--- config.mk ---
export PLATFORM = sky130hd
export DESIGN_NAME = lii_out_rr_arbiter
export DESIGN_NICKNAME = d
export VERILOG_FILES = /design/src/rtl/lii_out_rr_arbiter.sv
export SDC_FILE = /design/constraint.sdc
export NUM_CORES = 1
export LEC_CHECK = 0
export CAP_MARGIN = 25
export CELL_PAD_IN_SITES_DETAIL_PLACEMENT = 1
export CELL_PAD_IN_SITES_GLOBAL_PLACEMENT = 2
export CORE_AREA = 2 2 287 289
export DETAILED_ROUTE_END_ITERATION = 8
export DIE_AREA = 0 0 289 291
export PLACE_DENSITY_LB_ADDON = 0.05
export SYNTH_ARGS = -nofsm -noshare
export SYNTH_HDL_FRONTEND = slang
export SYNTH_SLANG_ARGS = --single-unit
--- constraint.sdc ---
create_clock -name aclk -period 1.8 [get_ports aclk]
set_clock_uncertainty 0.2 [all_clocks]
set_input_delay 0.27 -clock aclk [delete_from_list [all_inputs] [get_ports aclk]]
set_output_delay 0.27 -clock aclk [all_outputs]
set_load 0.05 [all_outputs]
--- src/rtl/lii_out_rr_arbiter.sv ---
// lii_out_rr_arbiter
//   Shares one LII phy output channel between N kernel-wrapper output streams.
//   A round-robin arbiter grants one requester at a time and locks onto it for
//   up to MAX_BURST accepted beats. Accepted beats go into a single registered
//   output stage that drives the phy at one beat per cycle.
//
// Ports
//   aclk            clock, rising edge
//   arst            synchronous reset, active-high
//   req_tdata       requester beats, requester i at [i*PW +: PW]
//   req_tvalid      per-requester beat valid
//   req_tready      per-requester accept (only the granted one can be high)
//   req_src/dst     per-requester 8-bit tags, [i*8 +: 8]
//   lii_out_tdata   registered phy output beat
//   lii_out_tvalid  registered phy output valid
//   lii_out_tready  phy ready
//   lii_out_src/dst tags travelling with the current output beat
//   grant_id        granted requester index (meaningful while busy=1)
//   busy            high while locked onto a requester
module lii_out_rr_arbiter #(
    parameter int unsigned N         = 4,
    parameter int unsigned PW        = 128,
    parameter int unsigned MAX_BURST = 16,
    localparam int unsigned IW       = (N > 1) ? $clog2(N) : 1
) (
    input  logic            aclk,
    input  logic            arst,
    input  logic [N*PW-1:0] req_tdata,
    input  logic [N-1:0]    req_tvalid,
    output logic [N-1:0]    req_tready,
    input  logic [N*8-1:0]  req_src,
    input  logic [N*8-1:0]  req_dst,
    output logic [PW-1:0]   lii_out_tdata,
    output logic            lii_out_tvalid,
    input  logic            lii_out_tready,
    output logic [7:0]      lii_out_src,
    output logic [7:0]      lii_out_dst,
    output logic [IW-1:0]   grant_id,
    output logic            busy
);

    localparam int unsigned CW = (MAX_BURST > 1) ? $clog2(MAX_BURST) : 1;

    typedef enum logic [0:0] {StIdle, StLock} state_e;

    state_e          state_q, state_d;
    logic [IW-1:0]   rr_ptr_q, rr_ptr_d;
    logic [IW-1:0]   grant_q, grant_d;
    logic [CW-1:0]   cnt_q, cnt_d;
    logic            busy_q, busy_d;
    logic            out_valid_q, out_valid_d;
    logic [PW-1:0]   out_data_q, out_data_d;
    logic [7:0]      out_src_q, out_src_d;
    logic [7:0]      out_dst_q, out_dst_d;

    logic            load_en;
    logic            accept;
    logic            burst_last;
    logic [IW-1:0]   ptr_after_grant;
    logic [IW-1:0]   pick_idx;
    logic            pick_found;
    logic [IW:0]     scan;

    // Output register can take a new beat when empty or draining this cycle.
    assign load_en    = !out_valid_q || lii_out_tready;
    assign accept     = (state_q == StLock) && req_tvalid[grant_q] && load_en;
    assign burst_last = (cnt_q == CW'(MAX_BURST - 1));
    assign ptr_after_grant = (grant_q == IW'(N - 1)) ? '0 : grant_q + IW'(1);

    // Round-robin scan starting at rr_ptr, wrapping modulo N.
    always_comb begin
        pick_idx   = '0;
        pick_found = 1'b0;
        scan       = '0;
        for (int unsigned k = 0; k < N; k++) begin
            scan = {1'b0, rr_ptr_q} + (IW + 1)'(k);
            if (scan >= (IW + 1)'(N)) begin
                scan = scan - (IW + 1)'(N);
            end
            if (!pick_found && req_tvalid[scan[IW-1:0]]) begin
                pick_found = 1'b1;
                pick_idx   = scan[IW-1:0];
            end
        end
    end

    always_comb begin
        req_tready = '0;
        if (state_q == StLock) begin
            req_tready[grant_q] = load_en;
        end
    end

    always_comb begin
        state_d     = state_q;
        rr_ptr_d    = rr_ptr_q;
        grant_d     = grant_q;
        cnt_d       = cnt_q;
        busy_d      = busy_q;
        out_valid_d = out_valid_q;
        out_data_d  = out_data_q;
        out_src_d   = out_src_q;
        out_dst_d   = out_dst_q;

        unique case (state_q)
            StIdle: begin
                if (|req_tvalid) begin
                    state_d = StLock;
                    grant_d = pick_idx;
                    cnt_d   = '0;
                    busy_d  = 1'b1;
                end
            end
            StLock: begin
                if (accept) begin
                    cnt_d = cnt_q + CW'(1);
                end
                // Leave on a full burst, or as soon as the owner has nothing
                // to offer while the output stage could have taken a beat.
                if ((accept && burst_last) || (load_en && !req_tvalid[grant_q])) begin
                    state_d  = StIdle;
                    busy_d   = 1'b0;
                    rr_ptr_d = ptr_after_grant;
                end
            end
            default: state_d = StIdle;
        endcase

        if (accept) begin
            out_valid_d = 1'b1;
            out_data_d  = req_tdata[grant_q*PW +: PW];
            out_src_d   = req_src[grant_q*8 +: 8];
            out_dst_d   = req_dst[grant_q*8 +: 8];
        end else if (lii_out_tready) begin
            out_valid_d = 1'b0;
        end
    end

    always_ff @(posedge aclk) begin
        if (arst) begin
            state_q     <= StIdle;
            rr_ptr_q    <= '0;
            grant_q     <= '0;
            cnt_q       <= '0;
            busy_q      <= 1'b0;
            out_valid_q <= 1'b0;
            out_data_q  <= '0;
            out_src_q   <= '0;
            out_dst_q   <= '0;
        end else begin
            state_q     <= state_d;
            rr_ptr_q    <= rr_ptr_d;
            grant_q     <= grant_d;
            cnt_q       <= cnt_d;
            busy_q      <= busy_d;
            out_valid_q <= out_valid_d;
            out_data_q  <= out_data_d;
            out_src_q   <= out_src_d;
            out_dst_q   <= out_dst_d;
        end
    end

    assign lii_out_tdata  = out_data_q;
    assign lii_out_tvalid = out_valid_q;
    assign lii_out_src    = out_src_q;
    assign lii_out_dst    = out_dst_q;
    assign grant_id       = grant_q;
    assign busy           = busy_q;

endmodule

[After elaboration in Yosys (flattened, before gate mapping)]
Index checks and enable logic that the tools add are counted.
Word-level totals
  output and inout port bits: 152
  register bits: 155
  bits of input ports: 583
Cells by class
  reduce and logical (&&, ||, !) cells: 21
  shift-type cells: 3
  bitwise gates (word level): 2
  magnitude comparators: 10
  $add $sub $neg: 9
  eq/ne operators: 5
  multiplexer cells: 36
Operator list (number)
  indexed part select 512 x 10 -> 128 bit: 1
  indexed part select 32 x 6 -> 8 bit: 2
  two-way mux 2 bit: 9
  less-than comparator 2 x 3 -> 1 bit, second input constant: 5
  two-way mux 1 bit: 15
  two-way mux 4 bit: 3
  binary-select mux 1 bit (select 2 bit): 5
  >= comparator 3 bit, second input constant: 3
  logical AND 1 bit: 8
  case mux 4 bit (2 select lines): 1
  AND reduction 2 bit: 4
  subtractor 2 x 1 -> 2 bit, second input constant: 4
  adder 2 x 2 -> 3 bit, second input constant: 2
  logical NOT 1 bit: 5
  adder 4 x 1 -> 4 bit, second input constant: 1
  AND 4 bit: 1
  == test 4 bit, second input constant: 1
  inequality test 2 x 1 -> 1 bit, second input constant: 2
  case mux 1 bit (2 select lines): 2
  OR reduction 4 bit: 1
  adder 2 x 1 -> 3 bit, second input constant: 1
  >= comparator 2 x 3 -> 1 bit, second input constant: 1
  adder 2 x 1 -> 2 bit, second input constant: 1
  demux 1 bit (select 2 bit): 1
  other kinds (6): 7

[Longest topological paths before layout]
Gate-level depths: netlist (run 1).
  depth in word-level cells: 14
  depth in mapped cells: 7

[Worst setup path before layout (run 1)]
OpenSTA, ideal clock, no wires.
  path type: register to output
  start point: reg grant_q[1], in the netlist grant_id[1]
  end point: out req_tready[1]
  slack: -661 ps
  data required time: 1330 ps
  arrival time: 1991 ps
  cell stages (with the launch flop): 6
  cell sequence: dfxtp_1 clkbuf_1 clkbuf_1 inv_1 ha_1 and3_1
On the way
  cells in the longest elaborated chain, start to end: 6
Ends and longest elaborated chain
  start: declaration: line 48  | logic [IW-1:0] grant_q, grant_d;
  start signal: assignment: line 153  | grant_q <= grant_d;
  less-than comparator 2 x 3 -> 1 bit (not written as such) / >= comparator 2 x 1 -> 1 bit (equally long branches): line 90  | req_tready[grant_q] = load_en;
  logical AND 1 bit (not written as such): line 90
  two-way mux 1 bit (not written as such): line 90
  demux 1 bit (select 2 bit) (*): line 90
  AND 4 bit (no line) (*)
  two-way mux 4 bit (*): line 89  | if (state_q == StLock) begin
  end: declaration: line 30  | output logic [N-1:0] req_tready,
Every way passes the cells marked *; elsewhere a longest branch is shown, timed or not.

[Worst setup path in the final report (run 1)]
  start point: reg grant_q[0], in the netlist grant_id[0]
  end point: reg out_src_q[0], in the netlist lii_out_src[0]
On the way
  cells in the longest elaborated chain, start to end: 4
Ends and longest elaborated chain
  branches (longest 4 deep; another with indexed part select 32 x 6 -> 8 bit)
  end signal: assignment: line 158  | out_src_q <= out_src_d;
  end: declaration: line 53  | logic [7:0] out_src_q, out_src_d;
Several ways; the timed one is not identified. The select of a mux whose other input is x is not followed.
A chain may end at the register's enable or synchronous reset.

==> results of run 1 <==
-- worst max-delay path, cell delays in order, from the launching register on --
cell       delay, ns
dfxtp_4         0.36
buf_6           0.12
mux4_2          0.59
and3_4          0.24
buf_12          0.18
clkbuf_16       0.20
nand2_2         0.06
a21oi_1         0.05
-- report_power, final --
group | total, mW | internal, mW | switching (mW)
clock | 3.57 | 1.79 | 1.78
sequential | 3.83 | 3.68 | 0.148
combinational | 5.85 | 2.99 | 2.86
total | 13.2 | 8.46 | 4.79
-- cells by family after synthesis --
family	count (synthesis)	share of synthesized area (%)
adders and majority gates	5	0.6930
buffers and inverters	91	5.586
AOI/OAI and AO/OA	160	9.175
and+or+nand+nor	317	13.69
muxes	146	36.29
DFF	155	34.37
xor gates and xnor gates	2	0.1941
-- cell usage in the layout (no fill, tap or decap), types with 2 or more instances in the layout --
cell / count
nand4_1: 2
mux4_2: 145
clkinv_2: 2
nand2_2: 51
inv_8: 2
nor2_1: 3
nor3_1: 3
buf_8: 6
a21oi_2: 69
a221oi_1: 2
nand2b_1: 3
a21oi_1: 83
xor2_1: 2
and3_4: 5
dfxtp_1: 153
buf_4: 197
nand2_1: 166
clkinv_4: 4
buf_6: 9
clkbuf_16: 37
inv_6: 3
nand3_1: 3
bufbuf_16: 2
ha_4: 4
buf_16: 9
inv_1: 5
buf_12: 36
clkdlybuf4s50_1: 581
dfxtp_4: 2
nand2_4: 75
clkinvlp_4: 3
-- repair_timing --
action,4_1_cts,5_1_grt
endpoints found under the hold margin,19,0
hold buffers,1,0
pin swaps,2,30
cloned,2,33
setup endpoints to repair,156,158
setup buffers,18,8
resized for setup,25,319
-- worst max path at each step --
stage | to | slack, ns | cells after the start
after CTS | lii_out_tdata[0] | -0.32 | 6
after global placement | rr_ptr_q[1] | -0.59 | 6
after floorplan | rr_ptr_q[1] | -0.21 | 5
after global routing | lii_out_tdata[48] | -0.38 | 7
after detailed placement | rr_ptr_q[1] | -0.60 | 6
final | lii_out_src[0] | -0.32 | 7
-- registers in the layout, summed over array words and instances (netlist names) --
register,flops
busy,1
grant_id,2
lii_out_tdata,128
cnt_q,4
state_q,1
lii_out_dst,8
lii_out_tvalid,1
rr_ptr_q,2
lii_out_src,8
-- metrics by stage --
stage          worst slack [ns]  total power [mW]  instances  hold WS, ns
3_5_place_dp            -0.6017             8.821       2661       0.2502
4_1_cts                 -0.3155             12.68       2714       0.2601
6_report                -0.3215             13.24       2755       0.2565
5_1_grt                 -0.3782             13.98       2755       0.2750
3_3_place_gp            -0.5917             8.801       2661       0.2440
2_1_floorplan           -0.2145             6.215        876       0.2603
-- routing by layer --
layer / vias up / global-route usage, % / part of all wire [%]
met4: 0 / 4.425 / 2.2
met2: 416 / 25.63 / 52
met3: 47 / 5.016 / 7.7
met5: - / 0 / 0
met1: 5175 / 14.54 / 38
li1: 4802 / - / -
-- final cells by class --
| class | instances | area (um^2) | area share [%] |
|---|---|---|---|
| multi-input combinational | 630 | 6472 | 31.51 |
| timing repair buffer | 861 | 9030 | 43.97 |
| inverter | 7 | 41.29 | 0.2010 |
| tap | 1070 | 1339 | 6.518 |
| sequential | 155 | 3110 | 15.14 |
| clock buffer | 18 | 429.2 | 2.090 |
| clock inverter | 14 | 116.4 | 0.5666 |
==> results.txt, run 1 <==
status - finished with violations
failing checks - setup timing
post-synth top area share - 36.17%
Worst-path clk slew - 0.08 ns
syn nets - 1464
CORE AREA - 81190 um^2
TritonRoute pass-1 iters - 4
WP data arrival - 2.28 ns
placed inst area - 17750 um^2
Vias - 10440
Seq/Total Area, Yosys - 34.37%
CP max FO - 8
Async SR Flop Fraction - 0%
clock sinks - 155
commonest cells in the netlist - nand2_1 (292), dfxtp_1 (155), a21oi_1 (152)
layout cells sized above 1 - 39.58%
die area - 84100 um^2
Setup TNS - -43.07 ns
Num CTS Buffers - 17
worst reg2reg setup slack - -0.32 ns
Hold Path Class - reg2reg
startpoint types - register
Final Hold Fails - 0
hold path depth - 2
LEAKAGE - 7.587 nW
Max-slew headroom - 76.79%
HPWL after DPL - 49660 um
Starting DRT DRC Count - 235
Vias/cell - 3.789
Synth Register Bits - 155
top_reg_cell synth - dfxtp_1
height of the die - 291 um
Finished Cell Area - 20540 um^2
most numerous cell in the Yosys netlist - nand2_1
mapped cell area - 9027 um^2
fin crit period - 2.122 ns
gpl congestion - 0.7415
Clk Latency, worst-skew pair - 0.48 ns
initial core utilization - 11.12%
# rows - 105
initial antenna violation count - 1
WL final - 65810 um
CP Class - reg2reg
GR Overflow Total - 0
max cap viols - 0
Post-synth EDFFs - 0
RSZ-0062 raised after global routing - yes
hold wc startpoint - lii_out_tdata[76]
critical path required time - 1.95 ns
count of final setup violators - 158
post-layout util - 25.30%
largest cells by area after synthesis - mux4_2 (36%), dfxtp_1 (34%), nand2_1 (12%)
Post-Synthesis Cells - 876
Pwr Density - 644.7 nW/um^2
vias in the first global route - 11391
maximum clock rate - 0.4714 GHz
reg2reg start - grant_id[0]
area growth from synthesis to layout - 127.5%
pin count of the biggest net entering global routing - 54
fill count - 9102
Port Buffers - 734
WL per Instance - 23.89 um
layout net count - 2260
ANT cells - 0
# DRC - 0
final worst slack - -0.3215 ns
# IOs - 735
Clock Tree Root - clkbuf_16
Ys Warns - 0
H-tree Lvls - 4
Max IR drop VDD - 0.0007177 V
Distinct cells, synth - 28
Worst Reg-to-Reg Cells - 7
Crit. End Element - register
fin crit share - 117.9%
gr usage total - 13.93%
Clock Path Buffers - 2
hold endpoint - lii_out_tdata[76]
largest area contributor in the synthesized netlist - mux4_2
RR Endpoint - lii_out_src[0]
Worst Setup SP - grant_id[0]
CTS tree - built
Routed Antenna Nets - 0
first-pass GRT wire length - 82350 um
syn_area_per_cell - 10.31 um^2
DIE WIDTH - 289 um
Final Max Tran Viols - 0
Least-Margin Pin Slew - 0.3482 ns
Power figures use the tool's default switching activity.
==> run 2, diff against run 1 <==
==> constraint.sdc (replaced) <==
create_clock -name aclk -period 1.8 [get_ports aclk]
set_clock_uncertainty 0.2 [all_clocks]
set_input_delay 0.36 -clock aclk [delete_from_list [all_inputs] [get_ports aclk]]
set_output_delay 0.36 -clock aclk [all_outputs]
set_load 0.05 [all_outputs]
==> results.txt, run 2 (same netlist as run 1, synthesis figures left out) <==
Crit. End Element - register
failing checks - setup timing
HPWL after DPL - 49980 um
Finished Cell Area - 20380 um^2
Vias/cell - 3.746
gr usage total - 14.18%
max cap viols - 0
Clock Path Buffers - 2
commonest cells after routing, fill and taps aside - clkdlybuf4s50_1 (580), nand2_1 (281), dfxtp_1 (151)
CP max FO - 5
Max-slew headroom - 76.03%
final hold slack - 0.1984 ns
WP data arrival - 2.29 ns
critical path required time - 1.96 ns
fin crit share - 117.8%
pin count of the biggest net entering global routing - 46
CP dominant cell by count - buf_6
LEAKAGE - 7.065 nW
Clk Latency, worst-skew pair - 0.48 ns
Num CTS Buffers - 17
layout net count - 2234
Tot Pwr - 13.24 mW
Final Max Tran Viols - 0
crit path cell chain - buf_6 > mux4_2 > and3_4 > buf_12 > buf_4 > buf_6 > nand2_1 > a21oi_1
Pwr Density - 649.8 nW/um^2
height of the die - 291 um
DP Worst Slack - -0.6022 ns
initial antenna violation count - 4
first-pass GRT wire length - 84240 um
area growth from synthesis to layout - 125.8%
GR Overflow Total - 0
clock sinks - 155
Clock Tree Root - clkbuf_16
Port Buffers - 734
WL per Instance - 22.31 um
CTS tree - built
initial core utilization - 11.12%
gpl congestion - 0.7219
CP max stage delay - 0.57 ns
CORE AREA - 81190 um^2
Worst-path clk slew - 0.07 ns
fin cells - 2730
Vias - 10226
Hold Path Class - in2reg
startpoint types - register
# DRC - 0
final worst slack - -0.3202 ns
commonest non-fill, non-tap cell in the layout - clkdlybuf4s50_1
fill count - 9083
Max IR drop VDD - 0.0007180 V
vias in the first global route - 11485
# IOs - 735
Routed Antenna Nets - 0
Least-Margin Pin Slew - 0.3562 ns
fin crit period - 2.120 ns
crit path max-delay cell type - mux4_2
die area - 84100 um^2
max reg flops - 128
RSZ-0062 raised after global routing - yes
# rows - 105
WL final - 60900 um
CP Class - reg2reg
maximum clock rate - 0.4717 GHz
Starting DRT DRC Count - 257
DIE WIDTH - 289 um
count of final setup violators - 158
H-tree Lvls - 4
placed inst area - 19210 um^2
TritonRoute pass-1 iters - 4
Placed Cells incl. Taps - 2668
status - finished with violations
Final Hold Fails - 0
layout cells sized above 1 - 28.09%
## run 2: cell count changes in the layout (fill, tap and decap cells not counted), sizes merged, moves of 2 or more
cell	previous run	this run
bufinv	0	2
clkbuf	38	24
buf	257	249
inv	11	9
clkinv	7	4
## run 2: through the flow
stage	utilization [%]	TNS, ns
floorplan	-	-30.32
global placement	23.66	-81.43
detailed placement	23.66	-87.16
CTS	24.70	-44.38
global route	25.10	-50.85
finish	25.10	-39.88
## run 2: worst max-delay path, delay by kind of cell (launching register included)
family | cells | cell delay, ns
mux | 1 | 0.57
buf+inv | 4 | 0.52
flops | 1 | 0.37
simple gates | 2 | 0.29
compound gates | 1 | 0.05
## run 2: timing repair
item                                   4_1_cts  5_1_grt
gates cloned                                 2        4
buffers inserted                            14       10
resized for setup                           20       43
pin swaps                                    6       14
endpoints found under the hold margin       13        0
setup endpoints to repair                  157      159
hold buffers                                 1        0
## run 2: power by group
group | total, mW | switching [mW] | internal [mW]
Combinational | 5.47 | 2.42 | 3.05
Clock | 3.86 | 1.76 | 2.10
Sequential | 3.91 | 0.233 | 3.68
Total | 13.2 | 4.41 | 8.83
## run 2: area by class of cell
cell class / instances / area [um^2] / share of cell area (%)
tap: 1070 / 1339 / 6.569
clock inverter: 11 / 137.6 / 0.6753
inverter: 7 / 46.29 / 0.2272
antenna: 1 / 2.502 / 0.01228
sequential: 155 / 3113 / 15.28
multi-input combinational: 630 / 5589 / 27.43
timing repair buffer: 835 / 9702 / 47.61
clock buffer: 21 / 450.4 / 2.210
## run 2: per-layer routing
metal	GRT usage, %	routed length [um]
met1	15.09	22300
met2	26.82	33350
met3	4.992	4811
met4	2.338	413
met5	0	23
## run 2: worst paths after layout
kind | startpoint | to | slack (ns) | cells past startpoint
worst max-delay path | grant_id[0] | lii_out_tdata[91] | -0.32 | 8
worst min register to register | lii_out_dst[2] | lii_out_dst[2] | 0.26 | 2
worst min-delay path | lii_out_tready | lii_out_tvalid | 0.20 | 5
worst max register to register | grant_id[0] | lii_out_tdata[91] | -0.32 | 8
